==> config.mk <==
export PLATFORM = sky130hd
export DESIGN_NAME = prog_counter
export DESIGN_NICKNAME = d
export VERILOG_FILES = /design/src/rtl/prog_counter.sv
export SDC_FILE = /design/constraint.sdc
export NUM_CORES = 1
export LEC_CHECK = 0
export BUFFER_PORTS_ARGS = -buffer_cell sky130_fd_sc_hd__buf_2
export CELL_PAD_IN_SITES_DETAIL_PLACEMENT = 1
export CELL_PAD_IN_SITES_GLOBAL_PLACEMENT = 1
export CORE_MARGIN = 8
export CORE_UTILIZATION = 39
export CTS_BUF_LIST = sky130_fd_sc_hd__clkbuf_8
export DETAILED_ROUTE_END_ITERATION = 6
export GPL_ROUTABILITY_DRIVEN = 0
export GPL_TIMING_DRIVEN = 0
export PLACE_DENSITY = 0.92
export SLEW_MARGIN = 30
export SYNTH_ARGS = -nofsm -noshare
export SYNTH_HDL_FRONTEND = slang
export SYNTH_SLANG_ARGS = --single-unit
==> constraint.sdc <==
create_clock -name Clk -period 2.3 [get_ports Clk]
set_input_delay 0.115 -clock Clk [delete_from_list [all_inputs] [get_ports Clk]]
set_output_delay 0.115 -clock Clk [all_outputs]
set_load 0.01 [all_outputs]
==> src/rtl/prog_counter.sv <==
// Fetch-stage program counter: sequences IDLE/RUN/HALT, applies jumps, branches,
// stalls and halts, and keeps a saturating count of retired instructions.
module prog_counter #(
  parameter int PC_W     = 12,
  parameter int END_ADDR = 4095,
  parameter int CNT_W    = 16
) (
  input  logic             Clk,
  input  logic             Reset,
  input  logic             Start,
  input  logic [PC_W-1:0]  Start_addr,
  input  logic             Stall,
  input  logic             Jump_en,
  input  logic             Branch_en,
  input  logic             Cond,
  input  logic [PC_W-1:0]  Target,
  input  logic             Halt,
  output logic [PC_W-1:0]  Prog_ctr,
  output logic             Valid,
  output logic             Done,
  output logic [CNT_W-1:0] Instr_cnt
);

  typedef enum logic [1:0] {
    IDLE = 2'd0,
    RUN  = 2'd1,
    HALT = 2'd2
  } state_t;

  localparam logic [PC_W-1:0]  END_PC  = PC_W'(END_ADDR);
  localparam logic [CNT_W-1:0] CNT_MAX = {CNT_W{1'b1}};

  state_t           state_q;
  logic [PC_W-1:0]  pc_q;
  logic [PC_W-1:0]  pc_seq;
  logic [CNT_W-1:0] cnt_q;
  logic [CNT_W-1:0] cnt_d;
  logic             valid_q;
  logic             done_q;
  logic             take_jump;
  logic             end_reached;

  // Jump_en wins over Branch_en, so Cond only matters for a lone branch.
  assign take_jump   = Jump_en | (Branch_en & Cond);
  assign end_reached = (pc_q == END_PC);
  assign pc_seq      = pc_q + PC_W'(1);
  assign cnt_d       = (cnt_q == CNT_MAX) ? cnt_q : cnt_q + CNT_W'(1);

  always_ff @(posedge Clk or negedge Reset) begin
    if (!Reset) begin
      state_q <= IDLE;
      pc_q    <= '0;
      cnt_q   <= '0;
      valid_q <= 1'b0;
      done_q  <= 1'b0;
    end else if (Start) begin
      state_q <= RUN;
      pc_q    <= Start_addr;
      cnt_q   <= '0;
      valid_q <= 1'b1;
      done_q  <= 1'b0;
    end else begin
      case (state_q)
        RUN: begin
          // A stalled cycle retires nothing; the decoder re-presents its controls.
          if (!Stall) begin
            cnt_q <= cnt_d;
            if (Halt || (!take_jump && end_reached)) begin
              state_q <= HALT;
              valid_q <= 1'b0;
              done_q  <= 1'b1;
            end else if (take_jump) begin
              pc_q <= Target;
            end else begin
              pc_q <= pc_seq;
            end
          end
        end
        IDLE, HALT: ;
        default: begin
          state_q <= IDLE;
          valid_q <= 1'b0;
          done_q  <= 1'b0;
        end
      endcase
    end
  end

  assign Prog_ctr  = pc_q;
  assign Valid     = valid_q;
  assign Done      = done_q;
  assign Instr_cnt = cnt_q;

endmodule

* After elaboration in Yosys (flattened, before gate mapping)
Cells that the tools add are included.
** Storage, ports and cells
- Input port bits :: 32
- Memories kept :: 0
- Bits in latches :: 0
- Bits in read-only memories :: 0
- Flip-flop bits (word level) :: 32
- Memory bits (writable) :: 0
- Output and inout port bits :: 30
** Cells by class
- Bitwise gates (word level) :: 2
- Multiply operators :: 0
- Reductions and logical operators :: 9
- Shifts and indexed selects :: 0
- Divide/modulo/power cells :: 0
- Eq/ne operators :: 10
- Mux-type cells :: 21
- Order comparisons :: 0
- Add/sub/neg operators :: 2
** Operators with widths (number)
- $mux W16 :: 4
- $mux W12 :: 5
- $add A16 B1 Y16 const B :: 1
- $eq A16 B16 Y1 const B :: 1
- $add A12 B1 Y12 const B :: 1
- $eq A12 B12 Y1 const B :: 1
- $reduce_and A3 Y1 :: 3
- $ne A2 B2 Y1 const B :: 4
- $mux W1 :: 6
- $mux W2 :: 3
- $ne A3 B3 Y1 const B :: 2
- $pmux W1 S2 :: 2
- $pmux W2 S2 :: 1
- $eq A2 B1 Y1 const B :: 1
- $eq A2 B2 Y1 const B :: 1
- $logic_not A2 Y1 :: 1
- $reduce_bool A2 Y1 :: 1
- $reduce_or A2 Y1 :: 1
- $and A1 B1 Y1 :: 1
- $logic_and A1 B1 Y1 :: 1
- $logic_not A1 Y1 :: 1
- $logic_or A1 B1 Y1 :: 1
- $or A1 B1 Y1 :: 1

* Depth between registers and ports, before layout
- Depth in word-level cells :: 9
- Mapped depth :: 7
- Gate-level depth less buffers :: 5

* Least setup slack after synthesis
OpenSTA, ideal clock, no wires.
- Path kind :: register to register
- From :: reg state_q[1]
- To :: reg cnt_q[7], in the netlist Instr_cnt[7]
- Setup slack :: 0.524 ns
- Library setup time :: 0.125 ns
- Buffers on the path :: 0
- Arrival time :: 1.651 ns
- Cell stages (with the launch flop) :: 5
- Data required time :: 2.175 ns
- Path through :: dfrtp_1 -> nor3b_4 -> o2111ai_2 -> a2111oi_0 -> mux2_2
** On the way
- Longest elaborated chain between the ends :: 3
** Ends and longest elaborated chain
- start, declared :: RTL line 33 : state_t state_q;
- start signal, assigned :: RTL line 51 : state_q <= IDLE;
- start signal, assigned :: RTL line 57 : state_q <= RUN;
- start signal, assigned :: RTL line 69 : state_q <= HALT;
- $eq A2 B1 Y1 :: RTL line 63 : case (state_q)
- $reduce_bool A2 Y1 (no line)
- $reduce_and A3 Y1 (no line)
- end signal, assigned :: RTL line 67 : cnt_q <= cnt_d;
- end, declared :: RTL line 36 : logic [CNT_W-1:0] cnt_q;
No other way between the ends.
A chain may end at the register's enable or synchronous reset.

* Worst setup path in the final report
Same ends and word-level chain as after synthesis.

==> flow_summary.toml <==
[layout]
fillers = 647
area_delta_synth_final_pct = 24.0
final_area_mm2 = 0.00257
drive_gt1_share_pct = 30.6
antenna_cells = 0
fin_nets = 334

[clock_tree]
path_clk_slew_ns = 0.07
cts_tree = "built"
cts_sinks = 30
worstSkewPairLatency_ns = 0.29
cts.path.max_buffers = 2
htree_levels = 2
cts_buffers = 5
postCtsSetupBuffers = 0
clockRootBuffer = "clkbuf_8"

[die]
die_h_um = 89.0
die_x_um = 89.0
die_area_mm2 = 0.00791
core.rowCount = 26
core_area_mm2 = 0.00511
start_util_pct = 40.6
pin_count = 62

[pwr]
leakage_nw = 1.13
power_density_mw_per_mm2 = 562
ir_drop_mv = 0.341
finalPower_mw = 1.45

[place]
place_area_mm2 = 0.00247
numPortBuffers = 61
dp_hpwl_um = 5480

[timing]
hold_viol = 0
fmax_ghz = 0.487
setup_viol_count_final = 0
setup-tns-final_ns = 0
worst_pin_slew_ns = 0.729
layout_worst_path_cycle_share_pct = 89.4
rsz0062_at_grt = "false"
finClkSkew_ns = 0.00439
max_slew_margin_pct = 51.1
slew_violations = 0
period_needed_ns = 2.06

[setup_path]
cp_max_fo = 10
reg2regPathDepth = 4
critPathArrivalTime_ns = 2.23
required_ns = 2.48
r2r_end = "Instr_cnt[7]"
endpoint_kind = "flip-flop"
reg2reg_slack_ns = 0.24
crit_path_end = "Instr_cnt[7]"
critPathKind = "flip-flop to flip-flop"
cp-startpoint = "state_q[1]"
reg2reg_from = "state_q[1]"
cp-start-kind = "flip-flop"

[synth]
synth_cells = 231
synth_top_area_share_pct = 36.2
synth.distinct_cells = 54
async_reset_ff_share_pct = 100
synth_top_cell_by_area = "dfrtp_1"
yosysWarnings = 0
synthesis.area_mm2 = 0.00208
synth_fp_nets = 265
ys_top_cells_by_area = "dfrtp_1 36%, mux2_2 4.3%, a21oi_1 3.1%"
synth_edf_count = 0
ys.flop_type = "dfrtp_1"
ys_seq_area_share_pct = 36.2
ys_seq_elements = 30
avgSynthCellArea_um2 = 8.99

[drt]
antenna_left = 0
drt-vias-per-instance = 5.99
drtPass1Iterations = 4
drc = 0
drtIter0Drc = 219
wl_um = 7240
wl_per_cell_um = 19.5
via_count = 2224

[grt]
grt_util_all_layers_pct = 19.2
grt_pass1_wl_um = 11800
grt_max_degree = 31
grt_pass1_vias = 2348
grt-ovfl-total = 0
grt_antenna_before_repair = 0

[flow_run]
cap_violations = 0

[hold_path]
hp-class = "input port to flip-flop"

[run_status]
outcome = "finished clean"
[through the flow]
stage,utilization [%],hold slack [ns],setup WS [ns],std cells
finish,50.4,0.0919,0.245,371
global route,50.4,0.127,0.116,371
CTS,50.3,0.0855,0.143,371
detailed placement,48.3,0.205,0.156,362
global placement,48.3,0.211,0.212,362
floorplan,-,-0.181,0.524,231
[layer usage]
| layer | share of wire, % | routed length [um] | global-route usage, % |
|---|---|---|---|
| met1 | 42 | 3030 | 23.8 |
| met2 | 48 | 3500 | 30.6 |
| met3 | 6.9 | 501 | 4.14 |
| met4 | 2.9 | 209 | 9.97 |
| met5 | 0 | 0 | 0 |
[power by group]
part	switching (mW)	leakage [nW]	internal (mW)	total, mW
Clock	0.212	0.0524	0.237	0.449
Combinational	0.212	0.686	0.153	0.365
Sequential	0.0593	0.388	0.572	0.632
Total	0.484	1.13	0.962	1.45
[cell usage after synthesis, drive strengths merged (3+ instances only)]
cell,number
inv,6
mux2i,4
nor2,7
dfrtp,30
clkbuf,6
nand4,7
nand2b,3
nor3,6
mux2,8
nand3,12
and3,7
a21o,3
xor2,3
nor4,4
nand2,17
o211ai,5
o21ai,14
buf,6
or4,7
nor2b,6
a21oi,13
o31ai,7
a211oi,8
a31oi,8
or3,3
[worst min-delay path by stage]
stage | startpoint | endpoint | slack, ns | cells past startpoint
after detailed placement | Reset | Instr_cnt[6] | 0.20 | 1
after floorplan | Reset | Instr_cnt[0] | -0.18 | 0
after global routing | Start_addr[3] | Prog_ctr[3] | 0.13 | 3
final | Start_addr[3] | Prog_ctr[3] | 0.09 | 3
after global placement | Reset | Instr_cnt[6] | 0.21 | 1
after CTS | Start_addr[3] | Prog_ctr[3] | 0.09 | 3
[sequential cells by signal, indices dropped and copies added (netlist names)]
| name | count |
|---|---|
| Instr_cnt | 16 |
| Prog_ctr | 12 |
| state_q | 2 |
[cell type report]
type	count	area [um2]	area share [%]
multi-input cells	183	1250	48.7
plain buffers	12	52.6	2.04
repair buffers	62	315	12.3
clock inverters	2	8.76	0.340
well taps	70	87.6	3.40
clock buffers	6	82.6	3.21
inverters	6	22.5	0.875
flip-flops and latches	30	751	29.2
[cell usage in the layout (no fill, tap or decap), types with 4 or more instances in the layout]
master / count
clkbuf_1: 6
o211ai_1: 5
clkbuf_8: 6
nor2_1: 7
inv_1: 7
o31ai_1: 7
nand3_1: 12
a211oi_1: 8
mux2_2: 8
buf_2: 67
mux2i_1: 4
or4_1: 7
nand4_1: 6
nor2b_1: 6
nor4_1: 4
nor3_1: 5
dfrtp_1: 30
and3_1: 7
a21oi_1: 12
nand2_1: 17
o21ai_0: 12
a31oi_1: 8
[kinds of logic after synthesis]
family                   after synthesis  synth area share, %
AO/OA/AOI/OAI                         77                 26.2
XOR/XNOR                               3                 1.27
adder cells (fa/ha/maj)                2                 1.21
buffers and inverters                 18                 3.62
flip-flops                            30                 36.2
multiplexers                          12                 6.27
AND/OR/NAND/NOR                       89                 25.3
[what timing repair did]
| action | CTS | global route |
|---|---|---|
| endpoints found under the setup margin | 0 | 2 |
| hold buffers | 1 | 0 |
| hold endpoints to repair | 30 | 0 |
| resized for setup | 0 | 1 |
[worst max-delay path, cell delays in order (launching register included)]
cell and delay, ns:
dfrtp_1 0.44, nor3b_4 0.34, o2111ai_2 0.30, a2111oi_0 0.47, mux2_2 0.39
Power figures use the tool's default switching activity.
